`src/rtl/axis_arb_pkg.sv`:
```
// rtl/axis_arb_pkg.sv - shared state type, counter width and round-robin helper for axis_rr_arbiter
package axis_arb_pkg;

  typedef enum logic {
    IDLE = 1'b0,
    BUSY = 1'b1
  } state_t;

  localparam int PKT_CNT_W = 16;

  // Index that follows idx on a ring of n entries.
  function automatic int unsigned rr_next(input int unsigned idx, input int unsigned n);
    return (idx + 1 >= n) ? 0 : idx + 1;
  endfunction

endpackage

```
`src/rtl/axis_rr_arbiter_if.sv`:
```
// rtl/axis_rr_arbiter_if.sv - N-source stream bundle plus merged output stream
interface axis_rr_arbiter_if #(
  parameter int N_BYTES = 4,
  parameter int N_SRC   = 4
);
  localparam int SRC_W = $clog2(N_SRC);

  logic [N_SRC-1:0]           s_tvalid;
  logic [N_SRC-1:0]           s_tready;
  logic [N_SRC*8*N_BYTES-1:0] s_tdata;
  logic [N_SRC*N_BYTES-1:0]   s_tstrb;
  logic [N_SRC*N_BYTES-1:0]   s_tkeep;
  logic [N_SRC-1:0]           s_tlast;

  logic                       m_tvalid;
  logic                       m_tready;
  logic [8*N_BYTES-1:0]       m_tdata;
  logic [N_BYTES-1:0]         m_tstrb;
  logic [N_BYTES-1:0]         m_tkeep;
  logic                       m_tlast;
  logic [SRC_W-1:0]           m_tid;

  // Environment side: drives the sources and the output sink ready.
  modport master (
    output s_tvalid, s_tdata, s_tstrb, s_tkeep, s_tlast, m_tready,
    input  s_tready, m_tvalid, m_tdata, m_tstrb, m_tkeep, m_tlast, m_tid
  );

  // Arbiter side.
  modport slave (
    input  s_tvalid, s_tdata, s_tstrb, s_tkeep, s_tlast, m_tready,
    output s_tready, m_tvalid, m_tdata, m_tstrb, m_tkeep, m_tlast, m_tid
  );
endinterface

```
`src/rtl/rr_select.sv`:
```
// rtl/rr_select.sv - combinational round-robin priority search over request vector
module rr_select
  import axis_arb_pkg::*;
#(
  parameter  int N_SRC = 4,
  localparam int SRC_W = $clog2(N_SRC)
) (
  input  logic [N_SRC-1:0] req,
  input  logic [SRC_W-1:0] last,
  output logic [SRC_W-1:0] idx,
  output logic             found
);

  logic [SRC_W-1:0] cand;

  // Walk the ring starting just after the last winner; the first requester found wins.
  always_comb begin
    found = 1'b0;
    idx   = '0;
    cand  = last;
    for (int k = 0; k < N_SRC; k++) begin
      cand = SRC_W'(rr_next(32'(cand), N_SRC));
      if (!found && req[cand]) begin
        found = 1'b1;
        idx   = cand;
      end
    end
  end

endmodule

```
`src/rtl/axis_rr_arbiter.sv`:
```
// rtl/axis_rr_arbiter.sv - packet round-robin stream arbiter; optional m_tid via AXIS_RR_ARBITER_TID_EN
module axis_rr_arbiter
  import axis_arb_pkg::*;
#(
  parameter  int N_BYTES = 4,
  parameter  int N_SRC   = 4,
  localparam int SRC_W   = $clog2(N_SRC)
) (
  input  logic                 aclk,
  input  logic                 aresetn,
  axis_rr_arbiter_if.slave     bus,
  output logic [SRC_W-1:0]     grant,
  output logic                 busy,
  output logic [PKT_CNT_W-1:0] pkt_count
);

  localparam int DW = 8 * N_BYTES;

  state_t               state_q, state_d;
  logic [SRC_W-1:0]     grant_q, grant_d;
  logic [SRC_W-1:0]     last_grant_q, last_grant_d;
  logic [PKT_CNT_W-1:0] pkt_count_q, pkt_count_d;

  logic [SRC_W-1:0]     sel_idx;
  logic                 sel_found;
  logic                 xfer_last;

  rr_select #(.N_SRC(N_SRC)) u_rr_select (
    .req   (bus.s_tvalid),
    .last  (last_grant_q),
    .idx   (sel_idx),
    .found (sel_found)
  );

  // Route the granted source straight through while BUSY; all outputs are zero in IDLE.
  always_comb begin
    bus.m_tvalid = 1'b0;
    bus.s_tready = '0;
    bus.m_tdata  = '0;
    bus.m_tstrb  = '0;
    bus.m_tkeep  = '0;
    bus.m_tlast  = 1'b0;
    if (state_q == BUSY) begin
      for (int i = 0; i < N_SRC; i++) begin
        if (SRC_W'(i) == grant_q) begin
          bus.m_tvalid    = bus.s_tvalid[i];
          bus.s_tready[i] = bus.m_tready;
          bus.m_tdata     = bus.s_tdata[i*DW +: DW];
          bus.m_tstrb     = bus.s_tstrb[i*N_BYTES +: N_BYTES];
          bus.m_tkeep     = bus.s_tkeep[i*N_BYTES +: N_BYTES];
          bus.m_tlast     = bus.s_tlast[i];
        end
      end
    end
  end

  assign xfer_last = (state_q == BUSY) && bus.m_tvalid && bus.m_tready && bus.m_tlast;

  // Arbitrate in IDLE, hold the grant until the tlast beat, then drop back for one bubble cycle.
  always_comb begin
    state_d      = state_q;
    grant_d      = grant_q;
    last_grant_d = last_grant_q;
    pkt_count_d  = pkt_count_q;
    case (state_q)
      IDLE: begin
        if (sel_found) begin
          grant_d      = sel_idx;
          last_grant_d = sel_idx;
          state_d      = BUSY;
        end
      end
      BUSY: begin
        if (xfer_last) begin
          state_d     = IDLE;
          pkt_count_d = pkt_count_q + PKT_CNT_W'(1);
        end
      end
    endcase
  end

  // State registers; last_grant resets to the top index so source 0 wins first.
  always_ff @(posedge aclk) begin
    if (!aresetn) begin
      state_q      <= IDLE;
      grant_q      <= '0;
      last_grant_q <= SRC_W'(N_SRC - 1);
      pkt_count_q  <= '0;
    end else begin
      state_q      <= state_d;
      grant_q      <= grant_d;
      last_grant_q <= last_grant_d;
      pkt_count_q  <= pkt_count_d;
    end
  end

  assign grant     = grant_q;
  assign busy      = (state_q == BUSY);
  assign pkt_count = pkt_count_q;

`ifdef AXIS_RR_ARBITER_TID_EN
  assign bus.m_tid = (state_q == BUSY) ? grant_q : '0;
`else
  assign bus.m_tid = '0;
`endif

endmodule

```
`src/flat_wrapper.sv`:
```
// flat-port wrapper written by rule: the top's interface ports become plain ports
module axis_rr_arbiter_flat import axis_arb_pkg::*;
#(
  parameter  int N_BYTES = 4,
  parameter  int N_SRC   = 4,
  localparam int SRC_W   = $clog2(N_SRC)
)
  (aclk, aresetn, grant, busy, pkt_count, bus_s_tvalid, bus_s_tdata, bus_s_tstrb, bus_s_tkeep, bus_s_tlast, bus_m_tready, bus_s_tready, bus_m_tvalid, bus_m_tdata, bus_m_tstrb, bus_m_tkeep, bus_m_tlast, bus_m_tid);
  axis_rr_arbiter_if #(.N_BYTES(N_BYTES), .N_SRC(N_SRC)) bus_i ();
  input  logic aclk;
  input  logic aresetn;
  output logic [SRC_W-1:0] grant;
  output logic busy;
  output logic [PKT_CNT_W-1:0] pkt_count;
  input wire logic [$bits(bus_i.s_tvalid)-1:0] bus_s_tvalid;
  input wire logic [$bits(bus_i.s_tdata)-1:0] bus_s_tdata;
  input wire logic [$bits(bus_i.s_tstrb)-1:0] bus_s_tstrb;
  input wire logic [$bits(bus_i.s_tkeep)-1:0] bus_s_tkeep;
  input wire logic [$bits(bus_i.s_tlast)-1:0] bus_s_tlast;
  input wire logic [$bits(bus_i.m_tready)-1:0] bus_m_tready;
  output wire logic [$bits(bus_i.s_tready)-1:0] bus_s_tready;
  output wire logic [$bits(bus_i.m_tvalid)-1:0] bus_m_tvalid;
  output wire logic [$bits(bus_i.m_tdata)-1:0] bus_m_tdata;
  output wire logic [$bits(bus_i.m_tstrb)-1:0] bus_m_tstrb;
  output wire logic [$bits(bus_i.m_tkeep)-1:0] bus_m_tkeep;
  output wire logic [$bits(bus_i.m_tlast)-1:0] bus_m_tlast;
  output wire logic [$bits(bus_i.m_tid)-1:0] bus_m_tid;
  assign bus_i.s_tvalid = bus_s_tvalid;
  assign bus_i.s_tdata = bus_s_tdata;
  assign bus_i.s_tstrb = bus_s_tstrb;
  assign bus_i.s_tkeep = bus_s_tkeep;
  assign bus_i.s_tlast = bus_s_tlast;
  assign bus_i.m_tready = bus_m_tready;
  assign bus_s_tready = bus_i.s_tready;
  assign bus_m_tvalid = bus_i.m_tvalid;
  assign bus_m_tdata = bus_i.m_tdata;
  assign bus_m_tstrb = bus_i.m_tstrb;
  assign bus_m_tkeep = bus_i.m_tkeep;
  assign bus_m_tlast = bus_i.m_tlast;
  assign bus_m_tid = bus_i.m_tid;
  axis_rr_arbiter #(.N_BYTES(N_BYTES), .N_SRC(N_SRC)) u_core (.aclk(aclk), .aresetn(aresetn), .bus(bus_i), .grant(grant), .busy(busy), .pkt_count(pkt_count));
endmodule
```
`config.mk`:
```
export PLATFORM = sky130hd
export DESIGN_NAME = axis_rr_arbiter_flat
export DESIGN_NICKNAME = d
export VERILOG_FILES = /design/src/rtl/axis_arb_pkg.sv /design/src/rtl/axis_rr_arbiter_if.sv /design/src/rtl/rr_select.sv /design/src/rtl/axis_rr_arbiter.sv /design/src/flat_wrapper.sv
export SDC_FILE = /design/constraint.sdc
export NUM_CORES = 1
export LEC_CHECK = 0
export CORE_AREA = 2 2 92 94
export CTS_CLUSTER_SIZE = 14
export DETAILED_ROUTE_END_ITERATION = 10
export DIE_AREA = 0 0 94 96
export PLACE_DENSITY_LB_ADDON = 0.1
export SKIP_LAST_GASP = 1
export SLEW_MARGIN = 20
export SYNTH_ARGS = -nofsm -noshare
export SYNTH_HDL_FRONTEND = slang
export SYNTH_HIERARCHICAL = 1
export SYNTH_SLANG_ARGS = --single-unit
```
`constraint.sdc`:
```
create_clock -name aclk -period 5 [get_ports aclk]
set_input_delay 1.5 -clock aclk [delete_from_list [all_inputs] [get_ports aclk]]
set_output_delay 1.5 -clock aclk [all_outputs]
set_load 0.02 [all_outputs]
```
Word-level counts from Yosys, hierarchy flattened
Cells that the tools add are included.

Add/subtract/negate cells: 5. Magnitude comparators: 8. Equality and inequality tests: 3. Mux-type cells: 53. Bitwise operators: 1. Reductions and logical operators: 12.

Operators with widths (number): 32-bit 2-to-1 mux (5); 4-bit 2-to-1 mux (11); 1-bit 2-to-1 mux (24); 16-bit by 1-bit adder with 16-bit output (second input constant) (1); 2-bit 2-to-1 mux (8); 2-bit by 1-bit adder with 3-bit output (second input constant) (4); 3-bit >= comparator (second input constant) (4); 2-bit by 3-bit less-than comparator with 1-bit output (second input constant) (4); 1-bit binary-select mux with 2-bit select (4); 1-bit logical AND (6); 2-bit == test (first input constant) (2); 2-bit AND reduction (2); 1-bit logical NOT (3); 1-bit by 2-bit == test with 1-bit output (first input constant) (1); 2-bit logical NOT (1); 1-bit one-hot mux with 2 select lines (1); 1-bit NOT (1).

Flip-flop bits (word level): 21. Input bits: 171. Word-level logic and storage cells: 86.

Logic depth before layout (Yosys ltp)
Gate-level depths: netlist (run 1).

Word-level depth: 18. Gate-level depth with buffers: 8. Depth with buffers taken out: 6.

Modules after synthesis
The synthesis (run 1) kept the hierarchy.

By module, submodules not included: axis_rr_arbiter (instances 1, cells an instance 236, area an instance 2409.8 µm², sequential area each 420.4 µm²); rr_select (instances 1, cells an instance 14, area an instance 107.6 µm², sequential area each 0.0 µm²).

Worst setup path after synthesis (run 1)
No wires, ideal clock.

Path kind: input -> output. From: in bus_s_tlast[3]. To: out bus_m_tlast. Arrival: 2.287 ns. Slack: 1.213 ns. Cell stages on the path: 5. Path through: mux2i_1 > o22a_2 > buf_6 > buf_2 > inv_1.

Word-level cells in the longest chain between the ends: 2.

Ends and longest elaborated chain: start, declared (RTL line flat_wrapper.sv:19) `input wire logic [$bits(bus_i.s_tlast)-1:0] bus_s_tlast;`; 1-bit 2-to-1 mux (RTL line axis_rr_arbiter.sv:45) `if (SRC_W'(i) == grant_q) begin`; 1-bit 2-to-1 mux (RTL line axis_rr_arbiter.sv:43) `if (state_q == BUSY) begin`; end, declared (RTL line flat_wrapper.sv:26) `output wire logic [$bits(bus_i.m_tlast)-1:0] bus_m_tlast;`.

No other way between the ends.

Worst setup path after layout (run 1)
From: in bus_s_tdata[58]. To: out bus_m_tdata[26].

Word-level cells in the longest chain between the ends: 4.

Ends and longest elaborated chain: start, declared (RTL line flat_wrapper.sv:16) `input wire logic [$bits(bus_i.s_tdata)-1:0] bus_s_tdata;`; 32-bit 2-to-1 mux (3 in series) (RTL line axis_rr_arbiter.sv:45); 32-bit 2-to-1 mux (RTL line axis_rr_arbiter.sv:43); end, declared (RTL line flat_wrapper.sv:23) `output wire logic [$bits(bus_i.m_tdata)-1:0] bus_m_tdata;`.

No other way between the ends.

==> results of run 1 <==
-- kinds of logic after synthesis --
family	after synthesis
fa+ha+maj	2
mux	49
flops	21
other cells	1
simple gates	111
buf+inv	30
compound gates	36
-- final timing paths --
kind | from | to | slack [ns] | cells past startpoint
max | bus_s_tdata[58] | bus_m_tdata[26] | 0.32 | 4
min | u_core/pkt_count[15] | u_core/pkt_count[15] | 0.47 | 2
max reg2reg | u_core/busy | u_core/pkt_count[8] | 2.71 | 6
min reg2reg | u_core/pkt_count[15] | u_core/pkt_count[15] | 0.47 | 2
-- cell type report --
cell class,instances,area (sq um),share of cell area (%)
Inverter,5,18.8,0.378
Clock inverter,1,5.00,0.101
Sequential cell,21,423,8.51
Clock buffer,3,41.3,0.831
Tap cell,105,131,2.64
Timing Repair Buffer,240,2400,48.3
Multi-Input combinational cell,200,1950,39.2
-- report_power, final --
| group | switching (uW) | total [uW] | leakage, uW | internal [uW] |
|---|---|---|---|---|
| logic | 198 | 512 | 0.00147 | 314 |
| clock network | 56.0 | 112 | 0.0000255 | 55.6 |
| registers | 13.8 | 187 | 0.000171 | 173 |
| total | 268 | 810 | 0.00166 | 543 |
-- worst max-delay path, cell delays in order --
cell and delay (ns):
clkdlybuf4s50_1 0.45, mux4_2 0.50, and2_1 0.19, clkdlybuf4s50_1 0.54
-- flip-flops by register name, indices dropped and copies added (netlist names) --
register and cells:
u_core/grant 2, u_core/last_grant_q 2, u_core/pkt_count 16, u_core/busy 1
-- metrics by stage --
| step | total power [uW] | area (sq um) | utilization [%] | hold slack [ns] |
|---|---|---|---|---|
| after floorplan | 454 | 2520 | - | 0.441 |
| after global placement | 695 | 4920 | 61.2 | 0.452 |
| after detailed placement | 704 | 4920 | 61.2 | 0.463 |
| after CTS | 817 | 4970 | 61.7 | 0.482 |
| after global routing | 857 | 4970 | 61.7 | 0.504 |
| final | 810 | 4970 | 61.7 | 0.473 |
-- layout by cell type (no fill, tap or decap), drive strengths merged, types with 3 or more instances in the layout --
cell type,n
a21oi,19
o31ai,9
nand2b,9
nand2,17
mux2i,9
mux4,40
o21ai,4
inv,5
clkdlybuf4s50,235
and2,43
and3,3
clkbuf,3
buf,5
nor4,3
dfxtp,21
nor2,5
nand3,9
or4,10
-- per-layer routing --
layer	wire, um	part of all wire (%)	up-vias
li1	-	-	1398
met1	4200	37	1434
met2	5980	53	120
met3	893	7.9	17
met4	235	2.1	2
met5	13	0.11	-
==> impl_metrics.tcl, run 1 <==
set metrics [dict create \
    outcome "finished clean" \
    synth_top_area_share_pct 35.8 \
    cp.required_ns 3.50 \
    cts_tree "built" \
    wl_um 11300 \
    start_util_pct 31.3 \
    power_leakage_uw 0.00166 \
    yosysMostFrequentCell "and2_1" \
    grt_util_met1_pct 27.7 \
    synth_simple_gate_area_share_pct 27.2 \
    coreArea_sq_um 8050 \
    synthTopCellsByCount "43 x and2_1, 40 x mux4_2, 21 x dfxtp_1" \
    dr_total_vias 2971 \
    die_height_um 96 \
    drive_gt1_share_pct 12.8 \
    max_slew.worst_pin.slew_ns 0.507 \
    worst_slack_ns 0.317 \
    first_iter_violations 67 \
    yosysTopAreaCell "mux4_2" \
    clock_skew_ns 0.00140 \
    die_area_sq_um 9020 \
    first_global_vias 3048 \
    grt_setup_unrepaired "no" \
    cts.repair.resized 0 \
    htree_levels 1 \
    die_w_um 94 \
    place_inst 571 \
    synth-seq-area-share_pct 16.7 \
    hold_class "flop to flop" \
    dr.pass1.iters 4 \
    fin_tns_setup_ns 0 \
    crit_type "primary input to output pin" \
    yosys-top-cells-area "mux4_2 36%, dfxtp_1 17%, and2_1 11%" \
    post_cts_buffers 0 \
    synth_xor_area_share_pct 0 \
    antenna_found_initial 1 \
    cp.arrival_ns 3.18 \
    critPathLaunchType "primary input" \
    vdd_drop_max_v 0.000189 \
    gp_congestion 0.788 \
    syn_area_sq_um 2520 \
    synth_top_family_by_area "multiplexers" \
    finalSetupViolations 0 \
    fillCellCount 706 \
    synth_compound_area_share_pct 9.54 \
    grt_max_degree 49 \
    synthMuxAreaShare_pct 39.4 \
    final.min_clock_period_ns 4.68 \
    ios 238 \
    port_buffers 235 \
    hold_viol 0 \
    gr-usage-met3_pct 5.79 \
    finalMaxSlewViolations 0 \
    period_share_pct 93.7 \
    grt-ovfl-total 0 \
    synth_ff_type "dfxtp_1" \
    cts.sinks 21 \
    slew_headroom_pct 66.1 \
    gr-usage-all-layers_pct 23.7 \
    grt_busiest_layer "met2" \
    stdcell_count 575 \
    clk_pin_slew_ns 0.07 \
    synthAdderAreaFrac_pct 0.994 \
    dp_worst_setup_slack_ns 0.357 \
    avgSynthCellArea_sq_um 10.1 \
    finalNetCount 644 \
    num_antenna_cells 0 \
    cts_made_buffers 3 \
    netlist_instances 250 \
    ant_nets 0 \
    area_growth_pct 97.4 \
    drc_errors 0 \
    critPathMaxFanout 1 \
    ys_seq_elements 21 \
    fmax_ghz 0.214 \
    ctsHoldBuffers 0 \
    met2_usage_pct 43.2 \
    row_count 33 \
    clk_root_buffer_cell "clkbuf_8" \
    clock_latency_ns 0.26 \
    maxCapViolCount 0 \
    cp-end-kind "output pin" \
    clk_path_buf_depth 2 \
    synth_cell_types 34 \
    yosys_warnings 6 \
    synthArstFlopShare_pct 0 \
    dpl.hpwl_um 9220 \
    grt_pass1_wl_um 16600 \
    routedWlPerCell_um 19.7 \
    vias_per_cell 5.17 \
    synth-edff-count 0 \
    power_density_nw_per_um2 163 \
]
Note: power is estimated with default switching activity, not from simulation.
==> run 2, diff against run 1 <==
--- a/config.mk
+++ b/config.mk
@@ -9,9 +9,10 @@
 export CTS_CLUSTER_SIZE = 14
 export DETAILED_ROUTE_END_ITERATION = 10
 export DIE_AREA = 0 0 94 96
+export GPL_TIMING_DRIVEN = 0
 export PLACE_DENSITY_LB_ADDON = 0.1
 export SKIP_LAST_GASP = 1
-export SLEW_MARGIN = 20
+export SLEW_MARGIN = 10
 export SYNTH_ARGS = -nofsm -noshare
 export SYNTH_HDL_FRONTEND = slang
 export SYNTH_HIERARCHICAL = 1
==> impl_metrics.tcl, run 2 (synthesis results as in run 1) <==
set metrics [dict create \
    outcome "finished clean" \
    finalSetupViolations 0 \
    crit_type "primary input to output pin" \
    htree_levels 1 \
    p_switching_uw 275 \
    swShare_pct 33.4 \
    power_density_nw_per_um2 163 \
    wl_um 11600 \
    p_total_uw 822 \
    final.min_clock_period_ns 4.90 \
    area_growth_pct 101 \
    coreArea_sq_um 8050 \
    clk_root_buffer_cell "clkbuf_8" \
    ctsHoldBuffers 0 \
    stdcell_area_sq_um 5050 \
    combPwrFrac_pct 64.5 \
    clk_pin_slew_ns 0.08 \
    vdd_drop_max_v 0.000133 \
    dp_worst_setup_slack_ns 0.108 \
    post_cts_buffers 0 \
    vias_per_cell 5.14 \
    slew_headroom_pct 61.7 \
    critPathMaxFanout 10 \
    clock_skew_ns 0.00173 \
    period_share_pct 98.1 \
    hold_viol 0 \
    cp.arrival_ns 3.40 \
    die_area_sq_um 9020 \
    final_cell_mix "235 x clkdlybuf4s50_1, 43 x and2_1, 40 x mux4_2, 21 x dfxtp_1, 19 x a21oi_1" \
    cp.required_ns 3.50 \
    finalMaxSlewViolations 0 \
    power_leakage_uw 0.00171 \
    gr-usage-all-layers_pct 24.1 \
    die_height_um 96 \
    fin_tns_setup_ns 0 \
    clock_latency_ns 0.26 \
    die_w_um 94 \
    maxCapViolCount 0 \
    cts_tree "built" \
    finalNetCount 664 \
    grt_setup_unrepaired "no" \
    dpl.hpwl_um 9840 \
    first_iter_violations 75 \
    fmax_ghz 0.204 \
    max_slew.worst_pin.slew_ns 0.574 \
    power.internal_uw 548 \
    clk_path_buf_depth 2 \
    fillCellCount 667 \
    routedWlPerCell_um 19.4 \
    cp-end-kind "output pin" \
    ios 238 \
    antenna_found_initial 1 \
    cts_made_buffers 3 \
    cts.repair.resized 0 \
    hold_class "flop to flop" \
    drc_errors 0 \
    first_global_vias 2955 \
    start_util_pct 31.3 \
    grt_pass1_wl_um 16600 \
    critPathLaunchType "primary input" \
    layout_commonest_cell "clkdlybuf4s50_1" \
    dr.pass1.iters 4 \
    drive_gt1_share_pct 13.5 \
    placed_area_sq_um 5000 \
    largest_reg_flops 16 \
    worst_hold_slack_ns 0.472 \
    p_seq_share_pct 21.8 \
    row_count 33 \
    grt_max_degree 13 \
    worst_slack_ns 0.0965 \
    clockPowerShare_pct 13.7 \
    ant_nets 0 \
    cts.sinks 21 \
    dr_total_vias 3057 \
    grt-ovfl-total 0 \
    port_buffers 235 \
    num_antenna_cells 0 \
    gp_congestion 0.862 \
]
run 2: cell types whose count changed in the layout (fill, tap and decap cells not counted), sizes merged:
| cell | before | now |
|---|---|---|
| buf | 5 | 15 |
| clkbuf | 3 | 13 |
run 2: power groups by stage:
stage,combinational [uW],sequential (uW),clock [uW]
2_1_floorplan,269,185,0
3_3_place_gp,521,183,0
3_5_place_dp,531,183,0
4_1_cts,533,179,114
5_1_grt,562,180,120
6_report,530,179,113
run 2: path summary, 6_finish.rpt:
path	startpoint	end	slack, ns	cells past startpoint
worst max-delay path	bus_s_tlast[3]	bus_m_tlast	0.1	7
worst min-delay path	u_core/pkt_count[15]	u_core/pkt_count[15]	0.47	2
worst min register to register	u_core/pkt_count[15]	u_core/pkt_count[15]	0.47	2
worst max register to register	u_core/busy	u_core/pkt_count[5]	3.04	7
run 2: cell type report:
cell class | instances | area [sq um] | area share [%]
plain buffers | 25 | 134 | 2.65
clock buffers | 3 | 41.3 | 0.817
clock inverters | 1 | 5.00 | 0.0991
inverters | 5 | 18.8 | 0.372
multi-input cells | 200 | 1950 | 38.6
flip-flops and latches | 21 | 420 | 8.32
well taps | 105 | 131 | 2.60
repair buffers | 235 | 2350 | 46.6
run 2: critical path, stage by stage:
cell	delay, ns
clkdlybuf4s50_1	0.46
mux2i_1	0.07
o22a_2	0.31
buf_6	0.18
buf_2	0.19
inv_1	0.09
clkdlybuf4s50_1	0.60
run 2: per-stage QoR:
| step | utilization, % | cells |
|---|---|---|
| floorplan | - | 251 |
| global placement | 62.2 | 591 |
| detailed placement | 62.2 | 591 |
| CTS | 62.7 | 595 |
| global route | 62.7 | 595 |
| finish | 62.7 | 595 |
run 2: metal layers:
metal  part of all wire, %  track usage [%]  up-vias
met3                   8.5             6.66       17
met4                   1.8             6.04        0
met2                    53             43.2      129
met1                    37             28.7     1468
li1                      -                -     1443
met5                     0                0        -
==> run 3, diff against run 2 <==
--- a/config.mk
+++ b/config.mk
@@ -5,10 +5,12 @@
 export SDC_FILE = /design/constraint.sdc
 export NUM_CORES = 1
 export LEC_CHECK = 0
+export CAP_MARGIN = 15
 export CORE_AREA = 2 2 92 94
 export CTS_CLUSTER_SIZE = 14
 export DETAILED_ROUTE_END_ITERATION = 10
 export DIE_AREA = 0 0 94 96
+export DONT_BUFFER_PORTS = 1
 export GPL_TIMING_DRIVEN = 0
 export PLACE_DENSITY_LB_ADDON = 0.1
 export SKIP_LAST_GASP = 1
==> impl_metrics.tcl, run 3 (synthesis results as in run 1) <==
set metrics [dict create \
    outcome "finished clean" \
    grt_pass1_wl_um 12800 \
    drive_gt1_share_pct 25.5 \
    critPathMaxFanout 10 \
    antenna_found_initial 1 \
    gp_congestion 0.763 \
    clock_skew_ns 0.00326 \
    p_total_uw 606 \
    combPwrFrac_pct 51.2 \
    cts_made_buffers 3 \
    clk_root_buffer_cell "clkbuf_8" \
    ant_nets 0 \
    p_seq_share_pct 30.4 \
    maxCapViolCount 0 \
    grt_max_degree 12 \
    wl_um 9210 \
    dpl.hpwl_um 7810 \
    max_slew.worst_pin.slew_ns 0.581 \
    dr_total_vias 2179 \
    start_util_pct 31.3 \
    cts.sinks 21 \
    critPathLaunchType "primary input" \
    vdd_drop_max_v 0.000106 \
    cp-end-kind "output pin" \
    area_growth_pct 7.26 \
    fmax_ghz 0.248 \
    drc_errors 0 \
    layout_commonest_cell "and2_1" \
    power.internal_uw 367 \
    finalNetCount 429 \
    gr-usage-all-layers_pct 18.8 \
    worst_hold_slack_ns 0.479 \
    fin_util_pct 33.5 \
    grt-ovfl-total 0 \
    crit_type "primary input to output pin" \
    p_switching_uw 239 \
    die_area_sq_um 9020 \
    finalSetupViolations 0 \
    htree_levels 1 \
    swShare_pct 39.4 \
    fin_tns_setup_ns 0 \
    cp.required_ns 3.50 \
    clockPowerShare_pct 18.4 \
    die_w_um 94 \
    cts.repair.resized 0 \
    power_leakage_uw 0.000816 \
    clk_path_buf_depth 2 \
    die_height_um 96 \
    period_share_pct 80.6 \
    grt_setup_unrepaired "no" \
    hold_viol 0 \
    clock_latency_ns 0.26 \
    post_cts_buffers 0 \
    power_density_nw_per_um2 225 \
    cp.arrival_ns 2.53 \
    finalMaxSlewViolations 0 \
    largest_reg_flops 16 \
    final.min_clock_period_ns 4.03 \
    first_global_vias 2158 \
    ctsHoldBuffers 0 \
    final_cell_mix "43 x and2_1, 40 x mux4_2, 21 x dfxtp_1, 19 x a21oi_1, 16 x nand2_1" \
    dr.pass1.iters 4 \
    hold_class "flop to flop" \
    routedWlPerCell_um 25.5 \
    port_buffers 0 \
    slew_headroom_pct 61.3 \
    vias_per_cell 6.04 \
    clk_pin_slew_ns 0.07 \
    coreArea_sq_um 8050 \
    ios 238 \
    first_iter_violations 96 \
    row_count 33 \
    cts_tree "built" \
]
run 3: cell types whose count changed in the layout (fill, tap and decap cells not counted):
cell             delta
clkdlybuf4s50_1   -235
clkinv_2            -1
diode_2             +1
clkbuf_1            +1
run 3: layer usage:
layer	vias up	global-route usage, %	share of wire, %
met5	-	0	0
met4	0	3.26	0.60
met3	5	5.32	10
met2	127	31.3	51
met1	1074	24.7	39
li1	973	-	-
run 3: worst paths after layout:
kind,from,to,slack (ns),cells after the start
worst max-delay path,bus_s_tlast[3],bus_m_tlast,0.97,5
worst min-delay path,u_core/last_grant_q[1],u_core/last_grant_q[1],0.48,2
worst max register to register,u_core/grant[1],u_core/pkt_count[1],2.81,8
worst min register to register,u_core/last_grant_q[1],u_core/last_grant_q[1],0.48,2
run 3: layout make-up:
class                   instances  area [sq um]
well taps                     105           131
fillers                       850          5350
inverters                       5          18.8
diodes                          1          2.50
multi-input cells             200          1950
plain buffers                  25           134
clock buffers                   4          45.0
flip-flops and latches         21           420
run 3: worst max-delay path: stages:
cell and delay, ns:
mux2i_1 0.15, o22a_2 0.29, buf_6 0.19, buf_2 0.24, inv_1 0.16
run 3: through the flow:
| step | setup WS [ns] | area, sq um | std cells |
|---|---|---|---|
| 2_1_floorplan | 1.21 | 2520 | 251 |
| 3_3_place_gp | 0.967 | 2650 | 356 |
| 4_1_cts | 0.949 | 2700 | 360 |
| 6_report | 0.968 | 2700 | 361 |
| 3_5_place_dp | 0.963 | 2650 | 356 |
| 5_1_grt | 0.911 | 2700 | 360 |
run 3: power by group through the flow:
stage / clock network (uW) / logic, uW / registers (uW)
floorplan: 0 / 269 / 185
global route: 126 / 339 / 185
global placement: 0 / 312 / 189
finish: 112 / 310 / 184
CTS: 116 / 314 / 184
detailed placement: 0 / 313 / 188
